===== src/rtl/cfu_mac_pkg.sv =====
// Shared op codes, function_id field positions and FSM states for the SIMD MAC CFU.
package cfu_mac_pkg;

    localparam logic [2:0] OP_MAC        = 3'd0;
    localparam logic [2:0] OP_CLEAR      = 3'd1;
    localparam logic [2:0] OP_SET_OFFSET = 3'd2;
    localparam logic [2:0] OP_READ       = 3'd3;
    localparam logic [2:0] OP_READ_CLEAR = 3'd4;
    localparam logic [2:0] OP_CLEAR_ALL  = 3'd5;

    localparam int FID_OP_LSB     = 0;
    localparam int FID_OP_W       = 3;
    localparam int FID_SEL_LSB    = 3;
    localparam int FID_STATUS_BIT = 9;

    typedef enum logic [1:0] {
        ST_IDLE = 2'd0,
        ST_EXEC = 2'd1,
        ST_RESP = 2'd2
    } state_t;

endpackage


===== src/rtl/cfu_simd_dot.sv =====
// Combinational per-lane (activation + offset) * weight products, packed lane 0 at the LSBs.
module cfu_simd_dot #(
    parameter int ELEM_W = 8
) (
    input  logic [31:0]                            a,
    input  logic [31:0]                            w,
    input  logic signed [ELEM_W:0]                 offset,
    output logic [(32/ELEM_W)*(2*ELEM_W+1)-1:0]    prod
);
    localparam int LANES  = 32 / ELEM_W;
    localparam int PROD_W = 2 * ELEM_W + 1;

    genvar gi;
    generate
        for (gi = 0; gi < LANES; gi++) begin : g_lane
            logic signed [ELEM_W-1:0] a_lane;
            logic signed [ELEM_W-1:0] w_lane;
            logic signed [ELEM_W:0]   a_off;
            logic signed [PROD_W-1:0] lane_prod;

            assign a_lane = a[gi*ELEM_W +: ELEM_W];
            assign w_lane = w[gi*ELEM_W +: ELEM_W];
            // Offset add wraps at ELEM_W+1 bits; the product then fits 2*ELEM_W+1 bits exactly.
            assign a_off     = {a_lane[ELEM_W-1], a_lane} + offset;
            assign lane_prod = $signed(PROD_W'(a_off)) * $signed(PROD_W'(w_lane));
            assign prod[gi*PROD_W +: PROD_W] = lane_prod;
        end
    endgenerate

endmodule


===== src/rtl/cfu_simd_mac_multi.sv =====
// Multi-accumulator SIMD MAC CFU: products registered at accept, reduce + accumulate in EXEC.
// Define CFU_MAC_SAT_EN for saturating accumulation with a sticky clamp status bit.
module cfu_simd_mac_multi
    import cfu_mac_pkg::*;
#(
    parameter int ELEM_W     = 8,
    parameter int ACC_N      = 4,
    parameter int ACC_W      = 32,
    parameter int OFFSET_RST = 2 ** (ELEM_W - 1)
) (
    input  logic        clk,
    input  logic        reset,
    input  logic        cmd_valid,
    output logic        cmd_ready,
    input  logic [9:0]  cmd_payload_function_id,
    input  logic [31:0] cmd_payload_inputs_0,
    input  logic [31:0] cmd_payload_inputs_1,
    output logic        rsp_valid,
    input  logic        rsp_ready,
    output logic [31:0] rsp_payload_outputs_0
);
    localparam int LANES  = 32 / ELEM_W;
    localparam int PROD_W = 2 * ELEM_W + 1;
    localparam int SUM_W  = PROD_W + $clog2(LANES);
    localparam int WIDE_W = ((SUM_W > ACC_W) ? SUM_W : ACC_W) + 1;
    localparam int SEL_W  = (ACC_N > 1) ? $clog2(ACC_N) : 1;

    state_t                    state_reg;
    logic [2:0]                op_reg;
    logic [SEL_W-1:0]          sel_reg;
    logic [SEL_W-1:0]          sel_next;
    logic signed [ELEM_W:0]    offset_reg;
    logic signed [ELEM_W:0]    offset_in_reg;
    logic [LANES*PROD_W-1:0]   prod_reg;
    logic [LANES*PROD_W-1:0]   prod_next;
    logic [ACC_W-1:0]          acc_reg [ACC_N];
    logic                      rsp_valid_reg;
    logic [31:0]               rsp_payload_reg;

    logic signed [SUM_W-1:0]   lane_sum;
    logic signed [WIDE_W-1:0]  sum_wide;
    logic signed [ACC_W-1:0]   acc_cur;
    logic signed [ACC_W-1:0]   mac_result;
    logic                      unused_fid;

    assign cmd_ready             = (state_reg == ST_IDLE);
    assign rsp_valid             = rsp_valid_reg;
    assign rsp_payload_outputs_0 = rsp_payload_reg;
    assign unused_fid            = ^cmd_payload_function_id;

    generate
        if (ACC_N > 1) begin : g_sel
            assign sel_next = cmd_payload_function_id[FID_SEL_LSB +: SEL_W];
        end else begin : g_sel_single
            assign sel_next = '0;
        end
    endgenerate

    cfu_simd_dot #(.ELEM_W(ELEM_W)) u_dot (
        .a      (cmd_payload_inputs_0),
        .w      (cmd_payload_inputs_1),
        .offset (offset_reg),
        .prod   (prod_next)
    );

    always_comb begin
        lane_sum = '0;
        for (int i = 0; i < LANES; i++) begin
            lane_sum = lane_sum + SUM_W'($signed(prod_reg[i*PROD_W +: PROD_W]));
        end
    end

    assign sum_wide = WIDE_W'(lane_sum);
    assign acc_cur  = acc_reg[sel_reg];

`ifdef CFU_MAC_SAT_EN
    localparam logic signed [WIDE_W-1:0] SAT_MAX = {{(WIDE_W-ACC_W+1){1'b0}}, {(ACC_W-1){1'b1}}};
    localparam logic signed [WIDE_W-1:0] SAT_MIN = {{(WIDE_W-ACC_W+1){1'b1}}, {(ACC_W-1){1'b0}}};
    logic signed [WIDE_W-1:0] mac_full;
    logic                     clamp_hi;
    logic                     clamp_lo;
    logic                     sticky_reg;
    logic                     status_rd_reg;

    // Saturation judges the full-precision lane sum, not the ACC_W-truncated one.
    assign mac_full = WIDE_W'(acc_cur) + sum_wide;
    assign clamp_hi = (mac_full > SAT_MAX);
    assign clamp_lo = (mac_full < SAT_MIN);

    always_comb begin
        mac_result = mac_full[ACC_W-1:0];
        if (clamp_hi) begin
            mac_result = {1'b0, {(ACC_W-1){1'b1}}};
        end else if (clamp_lo) begin
            mac_result = {1'b1, {(ACC_W-1){1'b0}}};
        end
    end

    always_ff @(posedge clk) begin
        if (reset) begin
            sticky_reg    <= 1'b0;
            status_rd_reg <= 1'b0;
        end else if (state_reg == ST_IDLE && cmd_valid) begin
            status_rd_reg <= cmd_payload_function_id[FID_STATUS_BIT];
        end else if (state_reg == ST_EXEC) begin
            if (op_reg == OP_MAC && (clamp_hi || clamp_lo)) begin
                sticky_reg <= 1'b1;
            end else if (op_reg == OP_READ && status_rd_reg && sel_reg == SEL_W'(ACC_N - 1)) begin
                sticky_reg <= 1'b0;
            end
        end
    end
`else
    assign mac_result = acc_cur + sum_wide[ACC_W-1:0];
`endif

    always_ff @(posedge clk) begin
        if (reset) begin
            state_reg       <= ST_IDLE;
            op_reg          <= '0;
            sel_reg         <= '0;
            offset_reg      <= (ELEM_W+1)'(OFFSET_RST);
            offset_in_reg   <= '0;
            prod_reg        <= '0;
            rsp_valid_reg   <= 1'b0;
            rsp_payload_reg <= '0;
            for (int i = 0; i < ACC_N; i++) begin
                acc_reg[i] <= '0;
            end
        end else begin
            case (state_reg)
                ST_IDLE: begin
                    if (cmd_valid) begin
                        op_reg        <= cmd_payload_function_id[FID_OP_LSB +: FID_OP_W];
                        sel_reg       <= sel_next;
                        offset_in_reg <= cmd_payload_inputs_0[ELEM_W:0];
                        prod_reg      <= prod_next;
                        state_reg     <= ST_EXEC;
                    end
                end
                ST_EXEC: begin
                    rsp_valid_reg   <= 1'b1;
                    rsp_payload_reg <= '0;
                    state_reg       <= ST_RESP;
                    case (op_reg)
                        OP_MAC: begin
                            acc_reg[sel_reg] <= mac_result;
                            rsp_payload_reg  <= 32'(mac_result);
                        end
                        OP_CLEAR:      acc_reg[sel_reg] <= '0;
                        OP_SET_OFFSET: offset_reg <= offset_in_reg;
                        OP_READ: begin
                            rsp_payload_reg <= 32'(acc_cur);
`ifdef CFU_MAC_SAT_EN
                            if (status_rd_reg && sel_reg == SEL_W'(ACC_N - 1)) begin
                                rsp_payload_reg <= {31'd0, sticky_reg};
                            end
`endif
                        end
                        OP_READ_CLEAR: begin
                            rsp_payload_reg  <= 32'(acc_cur);
                            acc_reg[sel_reg] <= '0;
                        end
                        OP_CLEAR_ALL: begin
                            for (int i = 0; i < ACC_N; i++) begin
                                acc_reg[i] <= '0;
                            end
                        end
                        default: ;
                    endcase
                end
                ST_RESP: begin
                    if (rsp_ready) begin
                        rsp_valid_reg <= 1'b0;
                        state_reg     <= ST_IDLE;
                    end
                end
                default: state_reg <= ST_IDLE;
            endcase
        end
    end

endmodule


===== config.mk =====
export PLATFORM = sky130hd
export DESIGN_NAME = cfu_simd_mac_multi
export DESIGN_NICKNAME = d
export VERILOG_FILES = /design/src/rtl/cfu_mac_pkg.sv /design/src/rtl/cfu_simd_dot.sv /design/src/rtl/cfu_simd_mac_multi.sv
export SDC_FILE = /design/constraint.sdc
export NUM_CORES = 1
export LEC_CHECK = 0
export ABC_AREA = 1
export BUFFER_PORTS_ARGS = -buffer_cell sky130_fd_sc_hd__clkbuf_2
export CAP_MARGIN = 15
export CORE_MARGIN = 5
export CORE_UTILIZATION = 50
export CTS_BUF_LIST = sky130_fd_sc_hd__clkbuf_8
export DETAILED_ROUTE_END_ITERATION = 8
export PLACE_DENSITY = 0.67
export SETUP_SLACK_MARGIN = 0.5
export SYNTH_ARGS = -nofsm -noshare
export SYNTH_HDL_FRONTEND = slang
export SYNTH_HIERARCHICAL = 1
export SYNTH_SLANG_ARGS = --single-unit
export TNS_END_PERCENT = 50

===== constraint.sdc =====
create_clock -name clk -period 7.53 [get_ports clk]
set_input_delay 1.1295 -clock clk [delete_from_list [all_inputs] [get_ports clk]]
set_output_delay 1.1295 -clock clk [all_outputs]
set_load 0.01 [all_outputs]

# Yosys cells after proc, flatten, opt, wreduce, memory -nomap -nowiden
# Memory sizes are Yosys's and may differ from the RTL's. A register that Yosys moved wholly into a read port is not among the register bits.
# Cells that the tools add are included.
[classes] n_eq_ne=9 bitwise=6 n_addsub=8 n_mul=4 n_reduce_logical=9 n_mux=35
[ops] cell="32-bit 2-to-1 mux" n=7
[ops] cell="9-bit by 8-bit multiplier with 17-bit output" n=4
[ops] cell="32-bit one-hot mux with 2 select lines" n=1
[ops] cell="9-bit adder" n=4
[ops] cell="32-bit adder" n=1
[ops] cell="32-bit OR reduction" n=1
[ops] cell="1-bit 2-to-1 mux" n=20
[ops] cell="18-bit by 17-bit adder with 19-bit output" n=1
[ops] cell="19-bit by 17-bit adder with 19-bit output" n=1
[ops] cell="17-bit by 17-bit adder with 18-bit output" n=1
[ops] cell="2-bit 2-to-1 mux" n=5
[ops] cell="2-bit AND reduction" n=4
[ops] cell="3-bit by 2-bit == test with 1-bit output (second input constant)" n=2
[ops] cell="3-bit == test (second input constant)" n=2
[ops] cell="1-bit OR" n=6
[ops] cell="2-bit one-hot mux with 3 select lines" n=1
[ops] cell="2-bit != test (second input constant)" n=2
[ops] cell="3-bit by 1-bit == test with 1-bit output (second input constant)" n=1
[ops] cell="3-bit logical NOT" n=1
[ops] cell="2-bit by 1-bit == test with 1-bit output (second input constant)" n=1
[ops] cell="2-bit == test (second input constant)" n=1
[ops] cell="2-bit logical NOT" n=1
[ops] cell="1-bit one-hot mux with 2 select lines" n=1
[ops] cell="2-bit nonzero test" n=1
[ops] cell="2-bit OR reduction" n=1
[totals] wordCells=80 n_memories=1 out_inout_bits=34 ram_bits=128 reg_bits=126 input_bits=78
[mem_list] name="acc_reg" depth=4 width=32 rd=1 rd_clocked_by_memory_dff=1 write_ports=4 line_no="cfu_simd_mac_multi.sv:36" source="logic [ACC_W-1:0] acc_reg [ACC_N];"

# Logic depth before layout (Yosys ltp)
[logic_depth] depth_word=9 depth_mapped=33 ltp_nobuf=33

# Modules after synthesis
# Netlist, hierarchy kept.
[modules_own_cells] mod="cfu_simd_mac_multi" area_each_um2=13870.8 instances=1 cells_per_inst=1669 seq_area_each_um2=6406.1
[modules_own_cells] mod="cfu_simd_dot" area_each_um2=12540.8 instances=1 cells_per_inst=1684 seq_area_each_um2=0.0

# Worst setup path before layout
# No wires, ideal clock.
[synth_path] path_type="in2reg" startpoint="in cmd_payload_inputs_0[0]" endpoint="reg prod_reg[16]" n_path_buf=0 cell_stages=26 t_required_ns=7.402 arrival_ns=6.086 slack_ns=1.315 setup_ns=0.128 path_cell_list="ha_1 inv_1 fa_1 nand3b_1 nand2_1 nand2_1 nand3_1 xor2_2 or2_2 fa_1 inv_1 fa_1 fa_1 inv_1 fa_1 inv_1 ha_1 a21o_1 inv_1 nor2_1 a211oi_1 nand3_1 nand3_1 nand2_1 o21ai_0 a21oi_1"
[synth_via] elab_chain_len=2
[synth_lines] element="from (decl)" line_no="cfu_simd_mac_multi.sv:16" source="input logic [31:0] cmd_payload_inputs_0,"
[synth_lines] element="9-bit adder" line_no="cfu_simd_dot.sv:24" source="assign a_off = {a_lane[ELEM_W-1], a_lane} + offset;"
[synth_lines] element="9-bit by 8-bit multiplier with 17-bit output" line_no="cfu_simd_dot.sv:25" source="assign lane_prod = $signed(PROD_W'(a_off)) * $signed(PROD_W'(w_lane));"
[synth_lines] element="named net prod_next[16]" line_no="cfu_simd_mac_multi.sv:35" source="logic [LANES*PROD_W-1:0] prod_next;"
[synth_lines] element="to (signal assigned)" line_no="cfu_simd_mac_multi.sv:137" source="prod_reg <= prod_next;"
[synth_lines] element="to (decl)" line_no="cfu_simd_mac_multi.sv:34" source="logic [LANES*PROD_W-1:0] prod_reg;"
# The timed path passes the listed nets, and every way through them passes these cells.
# A chain may end at the register's enable or synchronous reset.

# Worst setup path after layout
[layout_path] startpoint="reg offset_reg[0]" endpoint="reg prod_reg[67]"
[layout_via] elab_chain_len=2
[layout_lines] element="from (decl)" line_no="cfu_simd_mac_multi.sv:32" source="logic signed [ELEM_W:0] offset_reg;"
[layout_lines] element="from (signal assigned)" line_no="cfu_simd_mac_multi.sv:122" source="offset_reg <= (ELEM_W+1)'(OFFSET_RST);"
[layout_lines] element="from (signal assigned)" line_no="cfu_simd_mac_multi.sv:151" source="OP_SET_OFFSET: offset_reg <= offset_in_reg;"
[layout_lines] element="9-bit adder" line_no="cfu_simd_dot.sv:24"
[layout_lines] element="9-bit by 8-bit multiplier with 17-bit output" line_no="cfu_simd_dot.sv:25"
[layout_lines] element="named net prod_next[67]" line_no="cfu_simd_mac_multi.sv:35"
# The timed path passes the listed nets, and every way through them passes these cells.

==> impl_metrics.json <==
{
  "period_needed_ns": 6.48,
  "grt_pass1_wl_um": 107000,
  "ant_nets": 0,
  "maxSlewHeadroom_pct": 32.9,
  "drc_errors": 0,
  "yosysUniqueCellTypes": 50,
  "cts_buffers": 44,
  "cts_num_sinks": 256,
  "rr_startpoint": "offset_reg[0]$_SDFFE_PP0P_",
  "slowest_delay_ns": 0.58,
  "drt_iter0_drc": 1390,
  "yosysSeqAreaShare_pct": 24.3,
  "hold_end": "offset_reg[7]$_SDFFE_PP1P_",
  "clkTransAtPathRegs_ns": 0.07,
  "nFillCells": 5069,
  "clockBufferDepth": 3,
  "fin_crit_sh_pct": 86.1,
  "io_pins": 112,
  "fin_skew_ns": 0.0359,
  "max_freq_ghz": 0.154,
  "tightest_slew_ns": 1.00,
  "grt_pass1_vias": 21100,
  "placed_cells": 4077,
  "r2r_cells": 28,
  "netlist_area_um2": 26400,
  "first_pass_iters": 5,
  "start_util_pct": 50.4,
  "nNetsFinal": 4003,
  "worst_hold_path_type": "reg -> reg",
  "r2r_slack_ns": 1.05,
  "hold_viol": 0,
  "cts_root_buffer": "clkbuf_8",
  "crit_slowest_cell": "dfxtp_1",
  "antenna_found_initial": 2,
  "clk_latency_ns": 0.61,
  "synth.avg_cell_area_um2": 7.88,
  "outcome": "finished clean",
  "fin_ws_ns": 1.05,
  "drive_gt1_share_pct": 7.96,
  "crit_fanout": 5,
  "core_um2": 52400,
  "instances_no_fill": 4157,
  "ys_ff_latch": 256,
  "start_kind": "register",
  "drv_slew": 0,
  "synth_fp_nets": 3921,
  "synth_edf_count": 128,
  "vias": 21200,
  "cts_tree": "yes",
  "pre_cts_ws_ns": 0.598,
  "viasPerCell": 5.11,
  "rows": 84,
  "grt_max_degree": 100,
  "ys_dominant_reg_cell": "edfxtp_1",
  "n_antenna_cell": 0,
  "cts_max_level": 2,
  "synth_cells": 3353,
  "post_drt_wl_per_cell_um": 15.7,
  "synth_top_cells_by_area": "fa_1 21%, edfxtp_1 15%, ha_1 9.9%",
  "cp.required_ns": 7.97,
  "synthArstFlopShare_pct": 0,
  "r2r-end": "prod_reg[67]$_SDFFE_PP0P_",
  "place_congestion": 0.914,
  "syn2layout_area_growth_pct": 7.89,
  "end_kind": "register",
  "synth_area_leader_cell": "fa_1",
  "crit_arrival_ns": 6.92,
  "synthTopCellsByCount": "691 x inv_1, 543 x nand2_1, 438 x nor2_1",
  "die_width_um": 240,
  "setup_viol": 0,
  "yosysTopAreaCellShare_pct": 21.3,
  "cts_setup_buffers": 0,
  "die_area_um2": 57500,
  "tns_ns": 0,
  "track_usage_pct": 23.1,
  "io_buffers": 106,
  "dpl_cell_area_um2": 27600,
  "cpMostUsedCell": "inv_1",
  "yosysWarnings": 6,
  "dp_hpwl_um": 50900,
  "design_area_um2": 28500,
  "postCtsHoldBufs": 0,
  "cap_violations": 0,
  "critPathKind": "reg -> reg",
  "synth.most_common_cell": "inv_1",
  "min_from": "offset_in_reg[7]$_SDFFE_PP0P_",
  "post_cts_resized": 0,
  "overflow": 0,
  "die_y_um": 240,
  "rsz0062_at_grt": "no",
  "wl_um": 65400,
  "hold-path-cell-count": 2,
  "largest_reg_flops": 128
}
area by class of cell:
| class | instances | area, um^2 | area share (%) |
|---|---|---|---|
| well taps | 688 | 861 | 3.02 |
| clock inverters | 28 | 161 | 0.566 |
| clock buffers | 52 | 716 | 2.51 |
| flip-flops and latches | 256 | 6410 | 22.5 |
| inverters | 699 | 2630 | 9.21 |
| multi-input cells | 2309 | 17100 | 59.8 |
| repair buffers | 125 | 673 | 2.36 |
layout by cell type (no fill, tap or decap), drive strengths merged:
master    synthesis  routed
nor3b             1       1
o21bai            7       7
o311a             1       1
or2              27      27
ha              209     209
fa              281     281
o31ai             2       2
a31oi            34      34
a21oi           176     176
xor2             59      59
o211ai            2       2
nor2            445     445
inv             693     711
clkinvlp          0       1
buf               5      19
clkinv            6      14
nand4            15      15
a21o             10      10
a31o              3       3
dfxtp           128     128
o21a              3       3
o22ai            26      26
o2111ai           1       1
nor4              1       1
bufinv            0       1
xnor2            54      54
clkbuf           84     158
a211oi            4       4
a2111oi           1       1
a21boi            2       2
nand3           143     143
nor3             16      16
and2              1       1
o21ai           217     217
o311ai            1       1
nand2           557     557
edfxtp          128     128
nand3b           10      10
worst max-delay path by stage:
stage | start | endpoint | slack [ns] | cells after the start
floorplan | cmd_payload_inputs_0[0] | prod_reg[16]$_SDFFE_PP0P_ | 1.32 | 26
global placement | cmd_payload_inputs_0[24] | prod_reg[67]$_SDFFE_PP0P_ | 0.67 | 29
detailed placement | cmd_payload_inputs_0[24] | prod_reg[67]$_SDFFE_PP0P_ | 0.60 | 29
CTS | offset_reg[0]$_SDFFE_PP0P_ | prod_reg[67]$_SDFFE_PP0P_ | 1.03 | 28
global route | offset_reg[0]$_SDFFE_PP0P_ | prod_reg[67]$_SDFFE_PP0P_ | 0.59 | 28
finish | offset_reg[0]$_SDFFE_PP0P_ | prod_reg[67]$_SDFFE_PP0P_ | 1.05 | 28
cells by family after synthesis:
logic type | share of synthesized area, %
AND/OR/NAND/NOR | 19.3
buffers and inverters | 11.3
AO/OA/AOI/OAI | 10.1
adder cells (fa/ha/maj) | 31.2
flip-flops | 24.3
XOR/XNOR | 3.83
worst max-delay path: cells and delay by family, from the launching register on:
kind,cells,cell delay [ns]
XOR/XNOR,1,0.39
buffers and inverters,6,0.46
AO/OA/AOI/OAI,7,1.23
adder cells (fa/ha/maj),7,3.01
flip-flops,1,0.58
AND/OR/NAND/NOR,7,0.62
metrics by stage:
stage / util [%] / hold slack (ns)
2_1_floorplan: - / 0.443
3_3_place_gp: 52.7 / 0.452
3_5_place_dp: 52.7 / 0.458
4_1_cts: 54.3 / 0.471
5_1_grt: 54.3 / 0.488
6_report: 54.3 / 0.473
per-layer routing:
| layer | vias to the layer above | global-route usage, % | part of all wire [%] |
|---|---|---|---|
| met3 | 103 | 2.71 | 5.0 |
| met4 | 2 | 6.89 | 3.0 |
| met2 | 507 | 40.3 | 49 |
| met5 | - | 0 | 0.024 |
| li1 | 10700 | - | - |
| met1 | 9958 | 30.3 | 43 |
Power is left out: the tool's default activity adds up to more than one toggle a clock period on the data nets, which glitch-free logic cannot reach.
